[src/rtl/sd4_mac_pkg.sv]
// Shared definitions for the SD4 MAC sequencing controller and the pipeline
// stages it drives: FSM state encoding and the fixed pipeline geometry.
// Optional feature macro used by this slice: SD4_MAC_SAT_EN.
package sd4_mac_pkg;

    // Register stages from operand acceptance to a valid signed_sum
    localparam int PIPE_DEPTH = 3;
    // Width of the adder-tree signed_sum
    localparam int SUM_W      = 20;

    // FSM state encoding kept as plain constants for legacy compatibility
    typedef logic [1:0] state_t;
    localparam state_t IDLE  = 2'd0;
    localparam state_t RUN   = 2'd1;
    localparam state_t DRAIN = 2'd2;
    localparam state_t HOLD  = 2'd3;

endpackage

[src/rtl/sd4_mac_seq_ctrl_if.sv]
// Job, operand-issue and result signals between the SD4 MAC sequencing
// controller (slave) and its job source / pipeline / consumer (master).
// Port out_ovf exists only when SD4_MAC_SAT_EN is defined.
interface sd4_mac_seq_ctrl_if #(
    parameter int LEN_W = 8,
    parameter int SUM_W = sd4_mac_pkg::SUM_W,
    parameter int ACC_W = 28
);

    logic             start;
    logic [LEN_W-1:0] cfg_len;
    logic             busy;
    logic             in_valid;
    logic             in_ready;
    logic             stage_en;
    logic [SUM_W-1:0] sum_in;
    logic             out_valid;
    logic             out_ready;
    logic [ACC_W-1:0] out_acc;
`ifdef SD4_MAC_SAT_EN
    logic             out_ovf;
`endif

    modport master (
        output start, cfg_len, in_valid, sum_in, out_ready,
`ifdef SD4_MAC_SAT_EN
        input  out_ovf,
`endif
        input  busy, in_ready, stage_en, out_valid, out_acc
    );

    modport slave (
        input  start, cfg_len, in_valid, sum_in, out_ready,
`ifdef SD4_MAC_SAT_EN
        output out_ovf,
`endif
        output busy, in_ready, stage_en, out_valid, out_acc
    );

endinterface

[src/rtl/sd4_mac_acc.sv]
// Sign-extending accumulator for retired adder-tree sums.
// Wraps modulo 2^ACC_W by default; with SD4_MAC_SAT_EN defined it saturates to
// the signed ACC_W range and keeps a sticky overflow flag until clr or reset.
module sd4_mac_acc #(
    parameter int SUM_W = sd4_mac_pkg::SUM_W,
    parameter int ACC_W = 28
) (
    input  logic             clk,
    input  logic             rst,
    input  logic             clr,
    input  logic             add_en,
    input  logic [SUM_W-1:0] sum_in,
    output logic [ACC_W-1:0] acc
`ifdef SD4_MAC_SAT_EN
    ,
    output logic             ovf
`endif
);

    logic [ACC_W-1:0] sum_ext;
    logic [ACC_W-1:0] acc_nxt;

    assign sum_ext = ACC_W'($signed(sum_in));

`ifdef SD4_MAC_SAT_EN
    logic [ACC_W:0] wide;
    logic           sat_hi;
    logic           sat_lo;

    // One guard bit: top two bits disagreeing means the signed add left the range
    always_comb begin
        wide    = {acc[ACC_W-1], acc} + {sum_ext[ACC_W-1], sum_ext};
        sat_hi  = (wide[ACC_W:ACC_W-1] == 2'b01);
        sat_lo  = (wide[ACC_W:ACC_W-1] == 2'b10);
        acc_nxt = wide[ACC_W-1:0];
        if (sat_hi)
            acc_nxt = {1'b0, {(ACC_W-1){1'b1}}};
        else if (sat_lo)
            acc_nxt = {1'b1, {(ACC_W-1){1'b0}}};
    end

    // Sticky per-job overflow flag
    always_ff @(posedge clk or negedge rst) begin
        if (!rst)
            ovf <= 1'b0;
        else if (clr)
            ovf <= 1'b0;
        else if (add_en && (sat_hi || sat_lo))
            ovf <= 1'b1;
    end
`else
    // Plain two's-complement wrap
    always_comb begin
        acc_nxt = acc + sum_ext;
    end
`endif

    // Accumulator register: clear at job start, add on each retire
    always_ff @(posedge clk or negedge rst) begin
        if (!rst)
            acc <= '0;
        else if (clr)
            acc <= '0;
        else if (add_en)
            acc <= acc_nxt;
    end

endmodule

[src/rtl/sd4_mac_seq_ctrl.sv]
// SD4 (radix-4 Booth) MAC sequencing controller: meters a job of cfg_len
// operand pairs into the fixed-latency pipeline, tracks in-flight items,
// accumulates retired sums and holds the result on a valid/ready port.
// Optional saturation + out_ovf port: define SD4_MAC_SAT_EN.
module sd4_mac_seq_ctrl #(
    parameter int PIPE_DEPTH = sd4_mac_pkg::PIPE_DEPTH,
    parameter int LEN_W      = 8,
    parameter int SUM_W      = sd4_mac_pkg::SUM_W,
    parameter int ACC_W      = 28
) (
    input logic               clk,
    input logic               rst,
    sd4_mac_seq_ctrl_if.slave bus
);

    import sd4_mac_pkg::*;

    localparam logic [LEN_W:0] ONE = (LEN_W+1)'(1);

    state_t           state;
    state_t           state_nxt;
    logic [LEN_W:0]   len;
    logic [LEN_W:0]   issued;
    logic [LEN_W:0]   retired;
    logic [PIPE_DEPTH-1:0] vld;
    logic [PIPE_DEPTH-1:0] vld_shift;
    logic             job_start;
    logic             accept;
    logic             retire;
    logic             issue_last;
    logic             retire_last;
    logic             out_hs;
    logic [ACC_W-1:0] acc;

    assign job_start   = (state == IDLE) && bus.start;
    assign bus.in_ready  = (state == RUN) && (issued < len);
    assign bus.stage_en  = (state == RUN) || (state == DRAIN);
    assign bus.busy      = (state != IDLE);
    assign bus.out_valid = (state == HOLD);
    assign bus.out_acc   = acc;

    assign accept      = bus.in_valid && bus.in_ready;
    assign retire      = vld[PIPE_DEPTH-1] && bus.stage_en;
    assign issue_last  = accept && ((issued + ONE) == len);
    assign retire_last = retire && ((retired + ONE) == len);
    assign out_hs      = (state == HOLD) && bus.out_ready;

    // Next state; last issue and last retire are independent, both may land together
    always_comb begin
        state_nxt = state;
        case (state)
            IDLE: begin
                if (bus.start)
                    state_nxt = (bus.cfg_len == '0) ? HOLD : RUN;
            end
            RUN: begin
                if (issue_last)
                    state_nxt = retire_last ? HOLD : DRAIN;
            end
            DRAIN: begin
                if (retire_last)
                    state_nxt = HOLD;
            end
            HOLD: begin
                if (bus.out_ready)
                    state_nxt = IDLE;
            end
            default: state_nxt = IDLE;
        endcase
    end

    // Valid shift register input: new accept enters stage 0, others move one stage
    always_comb begin
        vld_shift    = '0;
        vld_shift[0] = accept;
        for (int unsigned k = 1; k < unsigned'(PIPE_DEPTH); k++)
            vld_shift[k] = vld[k-1];
    end

    // State register and job length / issue / retire counters
    always_ff @(posedge clk or negedge rst) begin
        if (!rst) begin
            state   <= IDLE;
            len     <= '0;
            issued  <= '0;
            retired <= '0;
        end else begin
            state <= state_nxt;
            if (job_start) begin
                len     <= {1'b0, bus.cfg_len};
                issued  <= '0;
                retired <= '0;
            end else begin
                if (accept)
                    issued <= issued + ONE;
                if (retire)
                    retired <= retired + ONE;
            end
        end
    end

    // In-flight tracking: shifts with the pipeline clock-enable, flushed on return to IDLE
    always_ff @(posedge clk or negedge rst) begin
        if (!rst)
            vld <= '0;
        else if (out_hs)
            vld <= '0;
        else if (bus.stage_en)
            vld <= vld_shift;
    end

`ifdef SD4_MAC_SAT_EN
    logic ovf;
    assign bus.out_ovf = ovf;
`endif

    sd4_mac_acc #(
        .SUM_W (SUM_W),
        .ACC_W (ACC_W)
    ) u_acc (
        .clk    (clk),
        .rst    (rst),
        .clr    (job_start),
        .add_en (retire),
        .sum_in (bus.sum_in),
        .acc    (acc)
`ifdef SD4_MAC_SAT_EN
        ,
        .ovf    (ovf)
`endif
    );

endmodule

[src/flat_wrapper.sv]
// flat-port wrapper written by rule: the top's interface ports become plain ports
module sd4_mac_seq_ctrl_flat import sd4_mac_pkg::*;
#(
    parameter int PIPE_DEPTH = sd4_mac_pkg::PIPE_DEPTH,
    parameter int LEN_W      = 8,
    parameter int SUM_W      = sd4_mac_pkg::SUM_W,
    parameter int ACC_W      = 28
)
  (clk, rst, bus_start, bus_cfg_len, bus_in_valid, bus_sum_in, bus_out_ready, bus_busy, bus_in_ready, bus_stage_en, bus_out_valid, bus_out_acc);
  sd4_mac_seq_ctrl_if #(.LEN_W(LEN_W), .SUM_W(SUM_W), .ACC_W(ACC_W)) bus_i ();
  input logic clk;
  input logic rst;
  input wire logic [$bits(bus_i.start)-1:0] bus_start;
  input wire logic [$bits(bus_i.cfg_len)-1:0] bus_cfg_len;
  input wire logic [$bits(bus_i.in_valid)-1:0] bus_in_valid;
  input wire logic [$bits(bus_i.sum_in)-1:0] bus_sum_in;
  input wire logic [$bits(bus_i.out_ready)-1:0] bus_out_ready;
  output wire logic [$bits(bus_i.busy)-1:0] bus_busy;
  output wire logic [$bits(bus_i.in_ready)-1:0] bus_in_ready;
  output wire logic [$bits(bus_i.stage_en)-1:0] bus_stage_en;
  output wire logic [$bits(bus_i.out_valid)-1:0] bus_out_valid;
  output wire logic [$bits(bus_i.out_acc)-1:0] bus_out_acc;
  assign bus_i.start = bus_start;
  assign bus_i.cfg_len = bus_cfg_len;
  assign bus_i.in_valid = bus_in_valid;
  assign bus_i.sum_in = bus_sum_in;
  assign bus_i.out_ready = bus_out_ready;
  assign bus_busy = bus_i.busy;
  assign bus_in_ready = bus_i.in_ready;
  assign bus_stage_en = bus_i.stage_en;
  assign bus_out_valid = bus_i.out_valid;
  assign bus_out_acc = bus_i.out_acc;
  sd4_mac_seq_ctrl #(.PIPE_DEPTH(PIPE_DEPTH), .LEN_W(LEN_W), .SUM_W(SUM_W), .ACC_W(ACC_W)) u_core (.clk(clk), .rst(rst), .bus(bus_i));
endmodule
[config.mk]
export PLATFORM = sky130hd
export DESIGN_NAME = sd4_mac_seq_ctrl_flat
export DESIGN_NICKNAME = d
export VERILOG_FILES = /design/src/rtl/sd4_mac_pkg.sv /design/src/rtl/sd4_mac_seq_ctrl_if.sv /design/src/rtl/sd4_mac_acc.sv /design/src/rtl/sd4_mac_seq_ctrl.sv /design/src/flat_wrapper.sv
export SDC_FILE = /design/constraint.sdc
export NUM_CORES = 1
export LEC_CHECK = 0
export ABC_AREA = 1
export BUFFER_PORTS_ARGS = -buffer_cell sky130_fd_sc_hd__buf_4
export CAP_MARGIN = 20
export CORE_UTILIZATION = 25
export CTS_CLUSTER_DIAMETER = 120
export DETAILED_ROUTE_END_ITERATION = 8
export GPL_TIMING_DRIVEN = 0
export SLEW_MARGIN = 20
export SYNTH_ARGS = -nofsm -noshare
export SYNTH_HDL_FRONTEND = slang
export SYNTH_SLANG_ARGS = --single-unit
[constraint.sdc]
create_clock -name clk -period 3.9 [get_ports clk]
set_input_delay 0.39 -clock clk [delete_from_list [all_inputs] [get_ports clk]]
set_output_delay 0.39 -clock clk [all_outputs]
set_load 0.03 [all_outputs]
Yosys cells after proc, flatten, opt, wreduce, memory -nomap -nowiden
Cells that the tools add are included.

Add/subtract/negate cells: 3. Multiply operators: 0. Divide/modulo/power cells: 0. Order comparisons: 1. Equal/unequal tests: 9. Shifts and indexed selects: 0. Muxes and demuxes: 15. Bitwise logic cells: 0. Reduce and logical (&&, ||, !) cells: 15.

Operator list (number): 2-to-1 mux 28 bit (2); 2-to-1 mux 9 bit (4); adder 28 bit (1); adder 9 x 1 -> 9 bit (second input constant) (2); == test 9 x 8 -> 1 bit (2); 2-to-1 mux 2 bit (5); less-than comparator 9 x 8 -> 1 bit (1); logical NOT 8 bit (1); one-hot mux 2 bit (4 select lines) (1); nonzero test 2 bit (4); logical AND 1 bit (7); 2-to-1 mux 3 bit (2); == test 2 bit (second input constant) (2); != test 2 x 1 -> 1 bit (second input constant) (2); != test 2 bit (second input constant) (2); AND reduction 4 bit (1); == test 2 x 1 -> 1 bit (second input constant) (1); logical NOT 2 bit (1); logical OR 1 bit (1); 2-to-1 mux 1 bit (1).

Register bits after elaboration: 59. Bits in latches: 0. Bits in writable memories: 0. ROM bits: 0. Bits of input ports: 33. Memories: 0.

Logic depth before layout (Yosys ltp)
Gate-level depths: netlist of run 1.

Depth after elaboration: 7. Mapped depth: 15. Gate-level depth less buffers: 14.

Hierarchy
From an unflattened synthesis of run 1, not the netlist that was laid out.

Cell total of the unflattened synthesis: 873. Area total of the unflattened synthesis: 5429.0 um^2.

By module, submodules not included: sd4_mac_acc (instances 1, cells each 527, area an instance 3088.0 um^2, sequential area each 700.7 um^2); sd4_mac_seq_ctrl (instances 1, cells each 346, area an instance 2341.0 um^2, sequential area each 775.7 um^2).

Worst setup path after synthesis of run 1
Ideal clock, no wire load.

Kind: flip-flop to flip-flop. From: register u_core.u_acc.acc[0]. To: register u_core.u_acc.acc[16]. Setup time: 0.123 ns. Arrival time: 2.036 ns. Data required time: 3.777 ns. Setup slack: 1.741 ns. Stages on the path, launching flop included: 11. Clock period less this slack: 2.159 ns. Cell sequence: dfrtp_1 > ha_1 > fa_1 > nand2_1 > nand2_1 > o21ai_0 > inv_1 > a21o_1 > a21o_1 > o21ai_0 > nand2_1.

Cells in the longest elaborated chain, start to end: 3.

RTL lines: from (decl) (RTL line sd4_mac_acc.sv:13) `output logic [ACC_W-1:0] acc`; from (signal assigned) (RTL line sd4_mac_acc.sv:65) `acc <= acc_nxt;`; adder 28 bit (RTL line sd4_mac_acc.sv:54) `acc_nxt = acc + sum_ext;`; 2-to-1 mux 28 bit (RTL line sd4_mac_acc.sv:64) `else if (add_en)`; 2-to-1 mux 28 bit (RTL line sd4_mac_acc.sv:62) `else if (clr)`.

No other way between the ends. The select of a mux whose other input is x is not followed. A chain may end at the register's enable or synchronous reset.

Final worst setup path of run 1
From: register u_core.state[0]. To: register u_core.u_acc.acc[11].

Cells in the longest elaborated chain, start to end: 4.

RTL lines: from (decl) (RTL line sd4_mac_seq_ctrl.sv:20) `state_t state;`; from (signal assigned) (RTL line sd4_mac_seq_ctrl.sv:88) `state <= state_nxt;`; == test 2 x 1 -> 1 bit / == test 2 bit (equally long branches) (RTL line sd4_mac_seq_ctrl.sv:37) `assign bus.stage_en = (state == RUN) || (state == DRAIN);`; logical OR 1 bit (RTL line sd4_mac_seq_ctrl.sv:37); logical AND 1 bit (RTL line sd4_mac_seq_ctrl.sv:43) `assign retire = vld[PIPE_DEPTH-1] && bus.stage_en;`; nonzero test 2 bit (no line).

Several ways; a longest one is shown, not always the timed one.

==> metrics, run 1 <==
Overall Global Routing Usage 14.46%; critical setup path kind register to register; fin util 31.16%; syn_nets 794; vias in the first global route 4789; Max H-tree Level 3; 1st-iter DRT viols 269; Cells after DPL 1016; Synth-to-Final Area Change 22.06%; Post-synth EDFFs 0; ys async rst share 100.0%; worst hold slack 0.1548 ns; power density cells 751.9 nW/um2; CP max FO 10; antenna violations before repair 0; global-route wire length before repair 22830 um; worst hold path type input port to asynchronous set/reset pin; cell taking the most area after synthesis dfrtp_1; first-pass detailed-route iteration total 5; Rel. slew slack 46.19%; RSZ-0062 raised after global routing no; CTS root buf clkbuf_16; TritonCTS clock tree done; drt total wl 13860 um; worst r2r src u_core.state[0]; CTS Buffer Depth 2; critical path data required time 4.17 ns; WP data arrival 2.75 ns; CORE AREA 18710 um2; fin nets 869; Period minus WS final 2.483 ns; Die H 140.2 um; clk sinks 59; post-synth top area share 30.91%; clk_lat worst skew 0.33 ns; starting density of the core 25.53%; # Post-CTS Setup Buffers 0; mapped cell area 4776 um2; total congestion overflow 0; period utilization 63.67%; dpl cell area 5549 um2; fin cells 1032; Hold Buf Count CTS 0; post-synthesis sequential area ratio 30.91%; Seq cells post-synth 59; top post-synthesis cells by count 223 x nand2_1, 78 x nor2_1, 76 x inv_1, 59 x dfrtp_1, 56 x o21ai_0; VDD IR max 0.2705 mV; syn avg cell area 6.652 um2; n_diodes 0; post-route ant nets 0; # rows 50; final instance area 5829 um2; routed length per instance 13.43 um; number of max-cap violations 0; Syn Inst Count 718; Final HPWL DP 11040 um; # setup viols final 0; Worst Setup Slack post-DPL 1.412 ns; Peak Freq 402.7 MHz; clock slew at reported path FFs 0.05 ns; Final WS setup 1.417 ns; Port Buf Inserts 64; die width 140.2 um; status completed; crit path launch type register; Final Power 4.383 mW; gpl congestion 0.8817; yosys warns 0; die area 19660 um2; DR vias/cell 4.841; post-cts sizing count 0; Slew @ Worst Pin 0.8072 ns; Post-Route Skew 0.01043 ns; Leakage 3.036 nW; final hold vios 0; Yosys cell types 36; Top FF cell, synth dfrtp_1; largest net degree at the start of global routing 60; top area cells in the synthesized netlist dfrtp_1 31%, nand2_1 18%, ha_1 11%; IO Pins 65; Slew Viols, Final 0; layout cell share with drive strength beyond 1 12.41%; most frequent cell after synthesis nand2_1; total number of vias 4996; Setup crit end kind register; Setup TNS Final 0 ns; DRC 0; Setup crit start u_core.state[0]; CTS Buf Count 9
[critical path: stages, from the launching register on]
cell and delay (ns):
dfrtp_1 0.42, inv_1 0.11, ha_1 0.36, nand2_1 0.15, a21oi_2 0.45, inv_2 0.22
buf_1 0.31, a21oi_1 0.18, o21ai_0 0.12, nand2_1 0.09
[per-layer routing]
metal  track usage, %  vias up  share of wire [%]
met3            2.735       13                5.3
met4            2.776        0                1.1
met2            24.66      136                 46
li1                 -     2541                  -
met5                0        -                  0
met1            19.02     2306                 47
[layout make-up]
class	instances	area (um2)
Multi-Input combinational cell	573	2969
Sequential cell	59	1476
Clock inverter	5	27.53
Buffer	8	37.54
Tap cell	234	292.8
Timing Repair Buffer	64	480.5
Clock buffer	11	252.7
Inverter	78	292.8
Fill cell	2050	12880
[logic make-up (layout without fill, tap and decap cells)]
group,Yosys count,count (layout),share of synthesized area [%]
buf+inv,86,166,6.916
xor+xnor,6,6,1.100
fa+ha+maj,43,43,11.42
compound gates,139,139,16.19
flops,59,59,30.91
simple gates,385,385,33.46
[where the power goes]
group	internal (mW)	switching, mW	total, mW	leakage (nW)
clock network	0.460	0.296	0.756	0.141
registers	0.832	0.233	1.07	0.799
logic	0.864	1.70	2.56	2.10
[state kept, by name, indices dropped and copies added, names as in the netlist]
| register | cells |
|---|---|
| u_core.u_acc.acc | 28 |
| u_core.issued | 9 |
| u_core.retired | 9 |
| u_core.len | 8 |
| u_core.vld | 3 |
| u_core.state | 2 |
[worst paths after layout]
kind	end	slack (ns)	depth (start not counted)
max	u_core.u_acc.acc[11]	1.42	9
min reg2reg	u_core.u_acc.acc[7]	0.51	2
max in group asynchronous	u_core.state[0]	3.22	1
min	u_core.u_acc.acc[8]	0.15	1
min in group clk	u_core.len[7]	0.28	3
max reg2reg	u_core.u_acc.acc[11]	1.42	9
[cell usage in the layout, fill, tap and decap left out, drive strengths merged, types with 2 or more instances in the layout]
cell type and count:
nand3b 2, clkbuf 14, o22ai 16, nand3 48, a22o 3, buf 69
dfrtp 59, a21o 5, o21a 3, or2 3, xor2 5, nand4 15
nor3 9, clkinv 4, ha 42, o21ai 60, inv 78, nand2 226
nor2 81, a21oi 47
Note: power is estimated with default switching activity, not from simulation.
==> inputs of run 2 (changes only) <==
Clock period 3.9 ns to 2.5 ns, I/O delays scaled along.
==> metrics, run 2 (synthesis gave the netlist of run 1 again) <==
status completed; n_diodes 0 (unchanged); Period minus WS final 2.261 ns (-0.2225 ns); RSZ-0062 raised after global routing no; final hold vios 0 (unchanged); CTS Buffer Depth 2 (unchanged); Slew @ Worst Pin 0.8080 ns (+0.0007539 ns); fin nets 870 (+0.12%); most common cell after layout, fill and taps aside nand2_1; CORE AREA 18710 um2 (unchanged); die area 19660 um2 (unchanged); largest registers u_core.u_acc.acc: 28 flops, u_core.issued: 9 flops, u_core.retired: 9 flops; critical path data required time 2.77 ns (-1.40 ns); Port Buf Inserts 64 (unchanged); 1st-iter DRT viols 298 (+11%); combinational share of power 58.6% (about the same); VDD IR max 0.4212 mV (+56%); vias in the first global route 4791 (+0.042%); drt total wl 13900 um (+0.28%); Peak Freq 442.4 MHz (+9.8%); Internal 3.377 mW (+57%); layout cell share with drive strength beyond 1 13.02% (+0.61 points); first-pass detailed-route iteration total 5 (unchanged); power density cells 1174 nW/um2 (+56%); Synth-to-Final Area Change 22.58%; Slew Viols, Final 0 (unchanged); die width 140.2 um (unchanged); total number of vias 4976 (-0.40%); Clk pwr share 17.2% (about the same); CTS root buf clkbuf_16; Fillers 2047 (-0.15%); Leakage 3.047 nW (+0.33%); number of max-cap violations 0 (unchanged); largest net degree at the start of global routing 60 (unchanged); clock slew at reported path FFs 0.05 ns (about the same); DRC 0 (unchanged); Setup crit end kind register; period utilization 90.42% (+27 points); # rows 50 (unchanged); post-route ant nets 0 (unchanged); # setup viols final 0 (unchanged); Final HPWL DP 11040 um (unchanged); Rel. slew slack 46.14% (-0.050 points); Cells after DPL 1016 (unchanged); critical setup path kind register to register; CTS Buf Count 9 (unchanged); starting density of the core 25.53% (unchanged); WP data arrival 2.53 ns (-0.22 ns); crit path launch type register; Post-Route Skew 0.01032 ns (-0.0001080 ns); Setup TNS Final 0 ns (unchanged); IO Pins 65 (unchanged); Die H 140.2 um (unchanged); global-route wire length before repair 22830 um (about the same); TritonCTS clock tree done; DR vias/cell 4.817 (-0.50%); CP max FO 10 (unchanged); Hold Buf Count CTS 0 (unchanged); Switch Pwr 3.493 mW (+57%); routed length per instance 13.46 um (+0.18%); Overall Global Routing Usage 14.46% (unchanged); worst hold path type input port to asynchronous set/reset pin; Max H-tree Level 3 (unchanged); leading cell types in the layout, fill and taps excluded 221 x nand2_1, 78 x nor2_1, 76 x inv_1; clk sinks 59 (unchanged); gpl congestion 0.8817 (unchanged); Largest register FFs 28 (unchanged); sequential share of power 24.2% (about the same); Net Sw Frac 50.84% (about the same); clk_lat worst skew 0.33 ns (about the same); antenna violations before repair 0 (unchanged); total congestion overflow 0 (unchanged); Reg with most FFs u_core.u_acc.acc; fin cells 1033 (+0.097%)
==> run 2: changes by cell type in the layout (fill, tap and decap cells not counted), sizes merged <==
cell	before	now
buf	69	70
==> run 2: final timing paths <==
check / to / startpoint / depth (start not counted) / slack (ns)
min in group clk: u_core.len[7] / bus_cfg_len[7] / 3 / 0.14
worst max-delay path: u_core.u_acc.acc[11] / u_core.state[0] / 9 / 0.24
worst min register to register: u_core.u_acc.acc[7] / u_core.u_acc.acc[7] / 2 / 0.51
worst max register to register: u_core.u_acc.acc[11] / u_core.state[0] / 9 / 0.24
worst min-delay path: u_core.u_acc.acc[8] / rst / 1 / 0.01
max in group asynchronous: u_core.u_acc.acc[0] / rst / 1 / 1.96
==> run 2: critical path, stage by stage, from the launching register on <==
cell	delay, ns
dfrtp_1	0.42
inv_1	0.12
ha_1	0.38
nand2_2	0.13
a21oi_4	0.29
inv_2	0.18
buf_1	0.30
a21oi_1	0.18
o21ai_0	0.12
nand2_1	0.09
==> run 2: area by class of cell <==
type | instances | area (um2) | area share (%)
flip-flops and latches | 59 | 1476 | 25.22
inverters | 78 | 292.8 | 5.001
plain buffers | 8 | 38.79 | 0.6625
clock inverters | 5 | 27.53 | 0.4702
well taps | 234 | 292.8 | 5.001
multi-input cells | 573 | 2985 | 50.99
repair buffers | 65 | 488.0 | 8.335
clock buffers | 11 | 252.7 | 4.317
==> run 2: metrics by stage <==
step                      setup slack [ns]  util (%)  area [um2]  power, mW  hold slack [ns]
after floorplan                     0.3413         -        4776      4.372         -0.04559
after global placement             0.02074     29.67        5549      5.631           0.3932
after detailed placement           0.01179     29.67        5549      5.659           0.3934
after CTS                          0.09224     31.20        5837      6.881          0.04644
after global routing               0.04454     31.30        5854      7.449          0.08753
final                               0.2394     31.30        5854      6.870          0.01408
==> run 2: per-layer routing <==
metal	routed length, um	GRT usage (%)	up-vias	part of all wire [%]
met5	0	0	-	0
met2	6417	24.66	132	46
met1	6587	19.02	2286	47
met4	149	2.776	0	1.1
met3	747	2.735	13	5.4
li1	-	-	2545	-
==> run 2: power by group through the flow <==
stage	clock, mW	combinational (mW)	sequential, mW
5_1_grt	1.24	4.50	1.71
2_1_floorplan	0	2.36	2.01
3_5_place_dp	0	3.98	1.67
4_1_cts	1.21	4.01	1.66
6_report	1.18	4.03	1.66
3_3_place_gp	0	3.96	1.67
==> run 2: timing repair <==
action	4_1_cts	5_1_grt
pin swaps	0	0
endpoints found under the setup margin	1	18
resized for setup	1	6
setup buffers	0	1
cloned	0	0
